### config.mk
export PLATFORM = sky130hd
export DESIGN_NAME = mem_req_arbiter
export DESIGN_NICKNAME = d
export VERILOG_FILES = /design/src/rtl/cpu_bus_pkg.sv /design/src/rtl/mem_req_arbiter_owner_fifo.sv /design/src/rtl/mem_req_arbiter.sv
export SDC_FILE = /design/constraint.sdc
export NUM_CORES = 1
export LEC_CHECK = 0
export BUFFER_PORTS_ARGS = -buffer_cell sky130_fd_sc_hd__buf_2
export CAP_MARGIN = 15
export CORE_AREA = 2 2 124 126
export DETAILED_ROUTE_END_ITERATION = 10
export DIE_AREA = 0 0 126 128
export GPL_TIMING_DRIVEN = 1
export PLACE_DENSITY = 0.51
export SYNTH_ARGS = -nofsm -noshare
export SYNTH_HDL_FRONTEND = slang
export SYNTH_HIERARCHICAL = 1
export SYNTH_SLANG_ARGS = --single-unit
export TNS_END_PERCENT = 20
### constraint.sdc
create_clock -name clk -period 2.9 [get_ports clk]
set_clock_uncertainty 0.1 [all_clocks]
set_input_delay 0.29 -clock clk [delete_from_list [all_inputs] [get_ports clk]]
set_output_delay 0.29 -clock clk [all_outputs]
set_load 0.02 [all_outputs]
### src/rtl/cpu_bus_pkg.sv
// Shared definitions for the CPU-side SRAM-like bus: owner encoding,
// transfer size codes and the pipeline bubble instruction.
package cpu_bus_pkg;

  localparam logic OWN_INST = 1'b0;
  localparam logic OWN_DATA = 1'b1;

  localparam logic [1:0] SZ_BYTE = 2'd0;
  localparam logic [1:0] SZ_HALF = 2'd1;
  localparam logic [1:0] SZ_WORD = 2'd2;

  localparam logic [31:0] NOP_INST = 32'h0280_0000;

  // An entry that belongs to the fetch side and may be invalidated by a flush.
  function automatic logic is_inst_owner(input logic owner);
    return (owner == OWN_INST);
  endfunction

endpackage

### src/rtl/mem_req_arbiter_owner_fifo.sv
// In-order record of which requester owns each accepted-but-unanswered
// transaction, with a per-entry discard flag that flush sets on fetches.
module owner_fifo
  import cpu_bus_pkg::*;
#(
  parameter int DEPTH = 2
) (
  input  logic clk,
  input  logic resetn,
  input  logic push,
  input  logic push_owner,
  input  logic pop,
  input  logic flush_inst,
  output logic full,
  output logic empty,
  output logic head_owner,
  output logic head_discard
);

  localparam int PW = $clog2(DEPTH);
  localparam int CW = PW + 1;

  logic [DEPTH-1:0] owner_r;
  logic [DEPTH-1:0] discard_r;
  logic [PW-1:0]    wptr_r;
  logic [PW-1:0]    rptr_r;
  logic [CW-1:0]    count_r;
  logic             push_ok_s;
  logic             pop_ok_s;

  assign full      = (count_r == CW'(DEPTH));
  assign empty     = (count_r == {CW{1'b0}});
  assign push_ok_s = push && !full;
  assign pop_ok_s  = pop && !empty;

  // A flush in the same cycle as the response also kills a fetch at the head.
  assign head_owner   = owner_r[rptr_r];
  assign head_discard = discard_r[rptr_r] | (flush_inst && is_inst_owner(owner_r[rptr_r]));

  // Pointer and occupancy bookkeeping; pointers wrap naturally (DEPTH is a power of 2).
  always_ff @(posedge clk or negedge resetn) begin
    if (!resetn) begin
      wptr_r  <= {PW{1'b0}};
      rptr_r  <= {PW{1'b0}};
      count_r <= {CW{1'b0}};
    end else begin
      if (push_ok_s) wptr_r <= wptr_r + PW'(1);
      if (pop_ok_s)  rptr_r <= rptr_r + PW'(1);
      case ({push_ok_s, pop_ok_s})
        2'b10:   count_r <= count_r + CW'(1);
        2'b01:   count_r <= count_r - CW'(1);
        default: count_r <= count_r;
      endcase
    end
  end

  // Entry storage; stale slots may get marked by flush, harmless since a push rewrites both bits.
  always_ff @(posedge clk or negedge resetn) begin
    if (!resetn) begin
      owner_r   <= {DEPTH{1'b0}};
      discard_r <= {DEPTH{1'b0}};
    end else begin
      for (int i = 0; i < DEPTH; i++) begin
        if (push_ok_s && (wptr_r == PW'(i))) begin
          owner_r[i]   <= push_owner;
          discard_r[i] <= flush_inst && is_inst_owner(push_owner);
        end else if (flush_inst && is_inst_owner(owner_r[i])) begin
          discard_r[i] <= 1'b1;
        end
      end
    end
  end

endmodule

### src/rtl/mem_req_arbiter.sv
// Shares one SRAM-like memory port between instruction fetch and data access.
// Data wins when unlocked, a pending grant is held until addr_ok, and
// responses are steered back in order through the owner FIFO.
module mem_req_arbiter
  import cpu_bus_pkg::*;
#(
  parameter int OUTSTANDING_DEPTH = 2
) (
  input  logic        clk,
  input  logic        resetn,
  input  logic        inst_req,
  input  logic        inst_wr,
  input  logic [1:0]  inst_size,
  input  logic [31:0] inst_addr,
  input  logic [31:0] inst_wdata,
  input  logic [3:0]  inst_wstrb,
  output logic        inst_addr_ok,
  output logic        inst_data_ok,
  output logic [31:0] inst_rdata,
  input  logic        data_req,
  input  logic        data_wr,
  input  logic [1:0]  data_size,
  input  logic [31:0] data_addr,
  input  logic [31:0] data_wdata,
  input  logic [3:0]  data_wstrb,
  output logic        data_addr_ok,
  output logic        data_data_ok,
  output logic [31:0] data_rdata,
  output logic        mem_req,
  output logic        mem_wr,
  output logic [1:0]  mem_size,
  output logic [31:0] mem_addr,
  output logic [31:0] mem_wdata,
  output logic [3:0]  mem_wstrb,
  input  logic        mem_addr_ok,
  input  logic        mem_data_ok,
  input  logic [31:0] mem_rdata,
  input  logic        flush,
  output logic        busy,
  output logic        protocol_err
);

  logic lock_valid_r;
  logic lock_owner_r;
  logic protocol_err_r;
  logic lock_eff_s;
  logic sel_owner_s;
  logic sel_req_s;
  logic accept_s;
  logic fifo_full_s;
  logic fifo_empty_s;
  logic head_owner_s;
  logic head_discard_s;
  logic deliver_s;

  // A flush abandons a half-granted fetch, so the fetch lock stops counting at once.
  assign lock_eff_s = lock_valid_r && !(flush && is_inst_owner(lock_owner_r));

  // Pick the owner: held lock first, then data over fetch.
  always_comb begin
    sel_owner_s = OWN_INST;
    if (lock_eff_s) begin
      sel_owner_s = lock_owner_r;
    end else if (data_req) begin
      sel_owner_s = OWN_DATA;
    end else begin
      sel_owner_s = OWN_INST;
    end
  end

  // Forward the selected requester's request and payload downstream.
  always_comb begin
    sel_req_s = 1'b0;
    mem_wr    = 1'b0;
    mem_size  = SZ_BYTE;
    mem_addr  = 32'h0000_0000;
    mem_wdata = 32'h0000_0000;
    mem_wstrb = 4'h0;
    if (sel_owner_s == OWN_DATA) begin
      sel_req_s = data_req;
      mem_wr    = data_wr;
      mem_size  = data_size;
      mem_addr  = data_addr;
      mem_wdata = data_wdata;
      mem_wstrb = data_wstrb;
    end else begin
      sel_req_s = inst_req;
      mem_wr    = inst_wr;
      mem_size  = inst_size;
      mem_addr  = inst_addr;
      mem_wdata = inst_wdata;
      mem_wstrb = inst_wstrb;
    end
  end

  assign mem_req      = sel_req_s && !fifo_full_s;
  assign accept_s     = mem_req && mem_addr_ok;
  assign inst_addr_ok = accept_s && (sel_owner_s == OWN_INST);
  assign data_addr_ok = accept_s && (sel_owner_s == OWN_DATA);

  // Hold the grant while a request is on the bus but not yet accepted.
  always_ff @(posedge clk or negedge resetn) begin
    if (!resetn) begin
      lock_valid_r <= 1'b0;
      lock_owner_r <= OWN_INST;
    end else if (accept_s) begin
      lock_valid_r <= 1'b0;
    end else if (mem_req) begin
      lock_valid_r <= 1'b1;
      lock_owner_r <= sel_owner_s;
    end else if (flush && is_inst_owner(lock_owner_r)) begin
      lock_valid_r <= 1'b0;
    end
  end

  owner_fifo #(
    .DEPTH (OUTSTANDING_DEPTH)
  ) u_owner_fifo (
    .clk          (clk),
    .resetn       (resetn),
    .push         (accept_s),
    .push_owner   (sel_owner_s),
    .pop          (mem_data_ok),
    .flush_inst   (flush),
    .full         (fifo_full_s),
    .empty        (fifo_empty_s),
    .head_owner   (head_owner_s),
    .head_discard (head_discard_s)
  );

  assign deliver_s    = mem_data_ok && !fifo_empty_s && !head_discard_s;
  assign inst_data_ok = deliver_s && (head_owner_s == OWN_INST);
  assign data_data_ok = deliver_s && (head_owner_s == OWN_DATA);
  assign inst_rdata   = inst_data_ok ? mem_rdata : 32'h0000_0000;
  assign data_rdata   = data_data_ok ? mem_rdata : 32'h0000_0000;
  assign busy         = !fifo_empty_s;
  assign protocol_err = protocol_err_r;

  // A response with nothing outstanding is a downstream protocol violation; sticky until reset.
  always_ff @(posedge clk or negedge resetn) begin
    if (!resetn) begin
      protocol_err_r <= 1'b0;
    end else if (mem_data_ok && fifo_empty_s) begin
      protocol_err_r <= 1'b1;
    end
  end

endmodule

Word-level counts from Yosys, hierarchy flattened
Index checks and enable logic that the tools add are counted.
{ "word_totals": {"regBits": 11, "latch_bits": 0, "ram_bits": 0, "romBits": 0, "inputBits": 181, "out_inout_bits": 142, "word_cells": 76, "memories": 0} }
{ "classes": {"n_addsub": 4, "mul": 0, "div_mod_pow": 0, "n_lt_le_gt_ge": 1, "eq_ne": 3, "shifts": 0, "muxes": 22, "n_bitwise": 8, "n_reduce_logical": 28} }
{ "ops": {"columns": ["op", "count"], "rows": [
  ["$mux 32", 4],
  ["$logic_and 1x1->1", 18],
  ["$mux 1", 15],
  ["$not 1->1", 7],
  ["$reduce_bool 2->1", 3],
  ["$eq 2x2->1 const B", 2],
  ["$logic_not 1->1", 4],
  ["$mux 4", 1],
  ["$pmux 2 s2", 1],
  ["$reduce_bool 3->1", 1],
  ["$add 1x1->1 const B", 2],
  ["$add 2x1->2 const B", 1],
  ["$eq 2x1->1 const B", 1],
  ["$logic_not 2->1", 1],
  ["$lt 1x2->1 const B", 1],
  ["$mux 2", 1],
  ["$reduce_and 2->1", 1],
  ["$sub 2x1->2 const B", 1],
  ["$or 1x1->1", 1]
]} }

Logic depth before layout (Yosys ltp)
{ "depth": {"ltp_word": 11, "depth_mapped": 10, "ltp_nobuf": 10} }

Modules after synthesis
Netlist, hierarchy kept.
{ "modules_own_cells": {"columns": ["mod", "n_inst", "cells_each", "area_each_um2", "seq_area_each_um2"], "rows": [
  ["mem_req_arbiter", 1, 173, 1544.0, 75.1],
  ["owner_fifo", 1, 36, 417.9, 200.2]
]} }

Worst setup path after synthesis
OpenSTA, ideal clock, no wires.
{ "synth_path": {"path_type": "register -> output", "start": "register u_owner_fifo.rptr_r", "end": "output port inst_rdata[22]", "arrival_time_ps": 1844, "required_time_ps": 2510, "setup_slack_ps": 666, "path_stages_with_launch": 6, "path_buffers": 1, "path_cell_list": "dfrtp_1 -> o21ai_0 -> o21ai_0 -> nor4b_2 -> clkbuf_1 -> and2_1"} }
{ "synth_via": {"elab_chain_len": 9, "word_cells_on_any_way": 11, "classes_between": "mux (5); bitwise (2); reduce/logical (4)"} }
{ "synth_rtl": {"columns": ["element", "line", "text"], "rows": [
  ["start, declared", "mem_req_arbiter_owner_fifo.sv:26", "logic [PW-1:0] rptr_r;"],
  ["start signal, assigned", "mem_req_arbiter_owner_fifo.sv:44", "rptr_r <= {PW{1'b0}};"],
  ["start signal, assigned", "mem_req_arbiter_owner_fifo.sv:48", "if (pop_ok_s) rptr_r <= rptr_r + PW'(1);"],
  ["$mux 1 (not written as such) (2 in a row)", "mem_req_arbiter_owner_fifo.sv:37", "assign head_owner = owner_r[rptr_r];"],
  ["via head_owner_s", "mem_req_arbiter.sv:52", "logic head_owner_s;"],
  ["$not 1->1", "cpu_bus_pkg.sv:16, mem_req_arbiter.sv:132", null],
  ["$logic_and 1x1->1", "mem_req_arbiter_owner_fifo.sv:38", "assign head_discard = discard_r[rptr_r] | (flush_inst && is_inst_owner(owner_r[rptr_r]));"],
  ["$or 1x1->1", "mem_req_arbiter_owner_fifo.sv:38", null],
  ["via head_discard_s", "mem_req_arbiter.sv:53", "logic head_discard_s;"],
  ["$logic_not 1->1", "mem_req_arbiter.sv:131", "assign deliver_s = mem_data_ok && !fifo_empty_s && !head_discard_s;"],
  ["$logic_and 1x1->1", "mem_req_arbiter.sv:131", null],
  ["$logic_and 1x1->1", "mem_req_arbiter.sv:132", "assign inst_data_ok = deliver_s && (head_owner_s == OWN_INST);"],
  ["via inst_data_ok", "mem_req_arbiter.sv:18", "output logic inst_data_ok,"],
  ["$mux 32", "mem_req_arbiter.sv:134", "assign inst_rdata = inst_data_ok ? mem_rdata : 32'h0000_0000;"],
  ["end, declared", "mem_req_arbiter.sv:19", "output logic [31:0] inst_rdata,"]
]} }
The timed path passes the listed nets, and every way through them passes these cells. The select of a mux whose other input is x is not followed.

Worst setup path after layout
{ "layout_path": {"start": "register u_owner_fifo.rptr_r", "end": "output port data_rdata[25]"} }
{ "layout_via": {"elab_chain_len": 9, "word_cells_on_any_way": 11, "classes_between": "mux (5); bitwise (2); reduce/logical (4)"} }
{ "layout_rtl": {"columns": ["element", "line", "text"], "rows": [
  ["$mux 1 (not written as such) (2 in a row)", "mem_req_arbiter_owner_fifo.sv:37", null],
  ["via head_owner_s", "mem_req_arbiter.sv:52", null],
  ["$not 1->1", "cpu_bus_pkg.sv:16", "return (owner == OWN_INST);"],
  ["$logic_and 1x1->1", "mem_req_arbiter_owner_fifo.sv:38", null],
  ["$or 1x1->1", "mem_req_arbiter_owner_fifo.sv:38", null],
  ["via head_discard_s", "mem_req_arbiter.sv:53", null],
  ["$logic_not 1->1", "mem_req_arbiter.sv:131", null],
  ["$logic_and 1x1->1", "mem_req_arbiter.sv:131", null],
  ["$logic_and 1x1->1", "mem_req_arbiter.sv:133", "assign data_data_ok = deliver_s && (head_owner_s == OWN_DATA);"],
  ["$mux 32", "mem_req_arbiter.sv:135", "assign data_rdata = data_data_ok ? mem_rdata : 32'h0000_0000;"],
  ["end, declared", "mem_req_arbiter.sv:28", "output logic [31:0] data_rdata,"]
]} }
The timed path passes the listed nets, and every way through them passes these cells. The select of a mux whose other input is x is not followed.

==> impl_metrics.toml <==
[synth]
synth_cells = 209
synth_area_um2 = 1960
ys_warn_count = 6
syn_nets = 391
post_synth_num_cell_types = 28
ys_ff_latch = 11
synth.avg_cell_area_um2 = 9.39
yosysSeqAreaShare_pct = 14.0

[floorplan]
core_area_um2 = 14900
die_y_um = 128
start_util_pct = 13.2
die_width_um = 126
fp-row-count = 45
die_area_um2 = 16100
io_pins = 323

[power]
swShare_pct = 48.8
power_frac_comb_pct = 78.4
leakage_nw = 2.25
power.clock.fraction_pct = 9.7
power.density_nw_per_um2 = 655
netSwitchingPower_mw = 1.24
intPower_mw = 1.30
vdd_drop_max_v = 0.000415
seq_power_share_pct = 11.9
power_mw = 2.54

[timing]
finalHoldViolCount = 0
fmax_mhz = 398
slew_viol_final = 0
fin_crit_sh_pct = 86.6
setup_viol = 0
fin_ws_ns = 0.389
tightestPinTransition_ns = 0.422
min_period_ns = 2.51
rsz0062_at_grt = "false"
relSlewSlack_pct = 71.6
finalSetupTns_ns = 0

[global_route]
first_global_vias = 2473
grt_first_pass_wirelength_um = 13800
grt_antenna_before_repair = 0
grt_max_degree = 34
grt_overflow_total = 0
grt_usage_pct = 10.9

[place]
io_buffers = 322
place.gp.congestion = 0.781
dpl.hpwl_um = 9200
post-place-ws_ns = 0.392

[clocking]
clock-sinks = 11
cts_buffers = 3
h-tree-depth = 1
path_clk_slew_ns = 0.04
tritoncts = "done"
cts-root-buf = "clkbuf_16"
clock_latency_ns = 0.24
post_cts_buffers = 0
cts_buffer_depth = 2

[layout]
final_cell_mix = "buf_2, mux2_2, and2_1, dfrtp_1, inv_1"
finalNetCount = 714
drive_above_1_share_pct = 78.3
syn_to_final_growth_pct = 97.9
num_antenna_cells = 0
final_common_cell = "buf_2"

[critical_path]
worstSetupEndpointType = "output port"
critical_path_arrival_ns = 2.12
cp-start-kind = "register"
cp.required_ns = 2.51
path_class = "reg -> out"
crit_fanout = 33

[routing]
drc_errors = 0
num_vias = 2693
drtAntennaViolNets = 0
drt_iter0_drc = 51
dr.pass1.iters = 4
route.detailed.vias_per_inst = 3.75
wl_per_cell_um = 14.0
routed_wl_um = 10100

[run]
drv_cap = 0

[outcome]
status = "complete, no violations"

[worst_hold_path]
hold_path.class = "in -> reg"
-- sequential cells by signal, indices dropped and copies added (netlist names) --
name	flops
u_owner_fifo/count_r	2
u_owner_fifo/discard_r	2
u_owner_fifo/owner_r	2
lock_owner_r	1
lock_valid_r	1
protocol_err	1
u_owner_fifo/rptr_r	1
u_owner_fifo/wptr_r	1
-- power by group through the flow --
stage               combinational (mW)  clock (mW)  sequential [mW]
global placement                  2.02           0            0.301
detailed placement                2.02           0            0.302
floorplan                         1.38           0            0.287
global route                      2.14       0.266            0.313
CTS                               2.03       0.254            0.302
finish                            1.99       0.248            0.301
-- cells in the mapped netlist (all sizes together) --
master | instances | area share (%)
mux2 | 74 | 43
buf | 7 | 4.0
nor2 | 5 | 0.96
nor2b | 1 | 0.45
a21oi | 2 | 0.51
and3 | 1 | 0.57
o2111ai | 1 | 0.45
xor2 | 2 | 0.89
ha | 1 | 0.64
o211ai | 2 | 0.77
nand2 | 2 | 0.38
a22oi | 1 | 1.1
and2 | 64 | 20
xnor2 | 3 | 1.3
inv | 10 | 1.9
and4bb | 1 | 0.64
nand3b | 1 | 0.57
clkbuf | 6 | 1.1
nand2b | 3 | 1.3
a21boi | 1 | 0.38
nor4b | 1 | 0.77
a21o | 1 | 0.38
mux2i | 4 | 2.0
or4b | 1 | 0.70
dfrtp | 11 | 14
o21ai | 3 | 0.77
-- metrics by stage --
| step | cell area, um^2 | hold WS [ns] | cells | utilization (%) |
|---|---|---|---|---|
| after CTS | 3880 | 0.162 | 719 | 26.1 |
| after detailed placement | 3790 | 0.0755 | 714 | 25.5 |
| after global routing | 3880 | 0.166 | 719 | 26.1 |
| after global placement | 3790 | 0.0736 | 714 | 25.5 |
| after floorplan | 1960 | -0.106 | 209 | - |
| final | 3880 | 0.160 | 719 | 26.1 |
-- kinds of logic after synthesis --
logic type / share of synthesized area, %
buf+inv: 7.08
compound gates: 4.34
fa+ha+maj: 0.638
mux: 44.9
flops: 14.0
simple gates: 26.8
xor+xnor: 2.23
-- timing repair --
action | CTS | global route
resized for setup | 0 | 2
hold endpoints to repair | 11 | 0
setup endpoints to repair | 0 | 32
hold buffers | 1 | 0
-- cell type report --
type | instances | area, um^2
Tap cell | 188 | 235
Multi-Input combinational cell | 175 | 1560
Sequential cell | 11 | 275
Fill cell | 1652 | 11000
Clock inverter | 1 | 5.00
Timing Repair Buffer | 331 | 1690
Inverter | 10 | 37.5
Clock buffer | 3 | 75.1
-- critical path: stages (launching register included) --
cell	delay, ns
dfrtp_1	0.42
o21ai_1	0.32
o21ai_0	0.23
and4bb_4	0.58
and2_1	0.18
buf_2	0.16
-- layer usage --
metal	share of wire [%]	GRT usage, %	vias to the layer above	wire length [um]
met2	52	21.1	159	5290
li1	-	-	1361	-
met3	9.5	2.88	4	954
met4	0.72	1.03	0	73
met5	0	0	-	0
met1	37	12.3	1169	3770
-- worst paths after layout --
kind | startpoint | end | slack (ns) | cells past startpoint
worst max-delay path | u_owner_fifo/rptr_r$_DFFE_PN0P_ | data_rdata[25] | 0.39 | 5
worst min-delay path | mem_addr_ok | lock_valid_r$_DFFE_PN0P_ | 0.16 | 2
worst max register to register | lock_owner_r$_DFFE_PN0P_ | u_owner_fifo/count_r[1]$_DFFE_PN0P_ | 0.76 | 7
worst min register to register | protocol_err$_DFFE_PN0P_ | protocol_err$_DFFE_PN0P_ | 0.38 | 1
max in group asynchronous | resetn | u_owner_fifo/owner_r[0]$_DFFE_PN0P_ | 2.15 | 2
min in group asynchronous | resetn | protocol_err$_DFFE_PN0P_ | 0.34 | 2
Power figures use the tool's default switching activity.
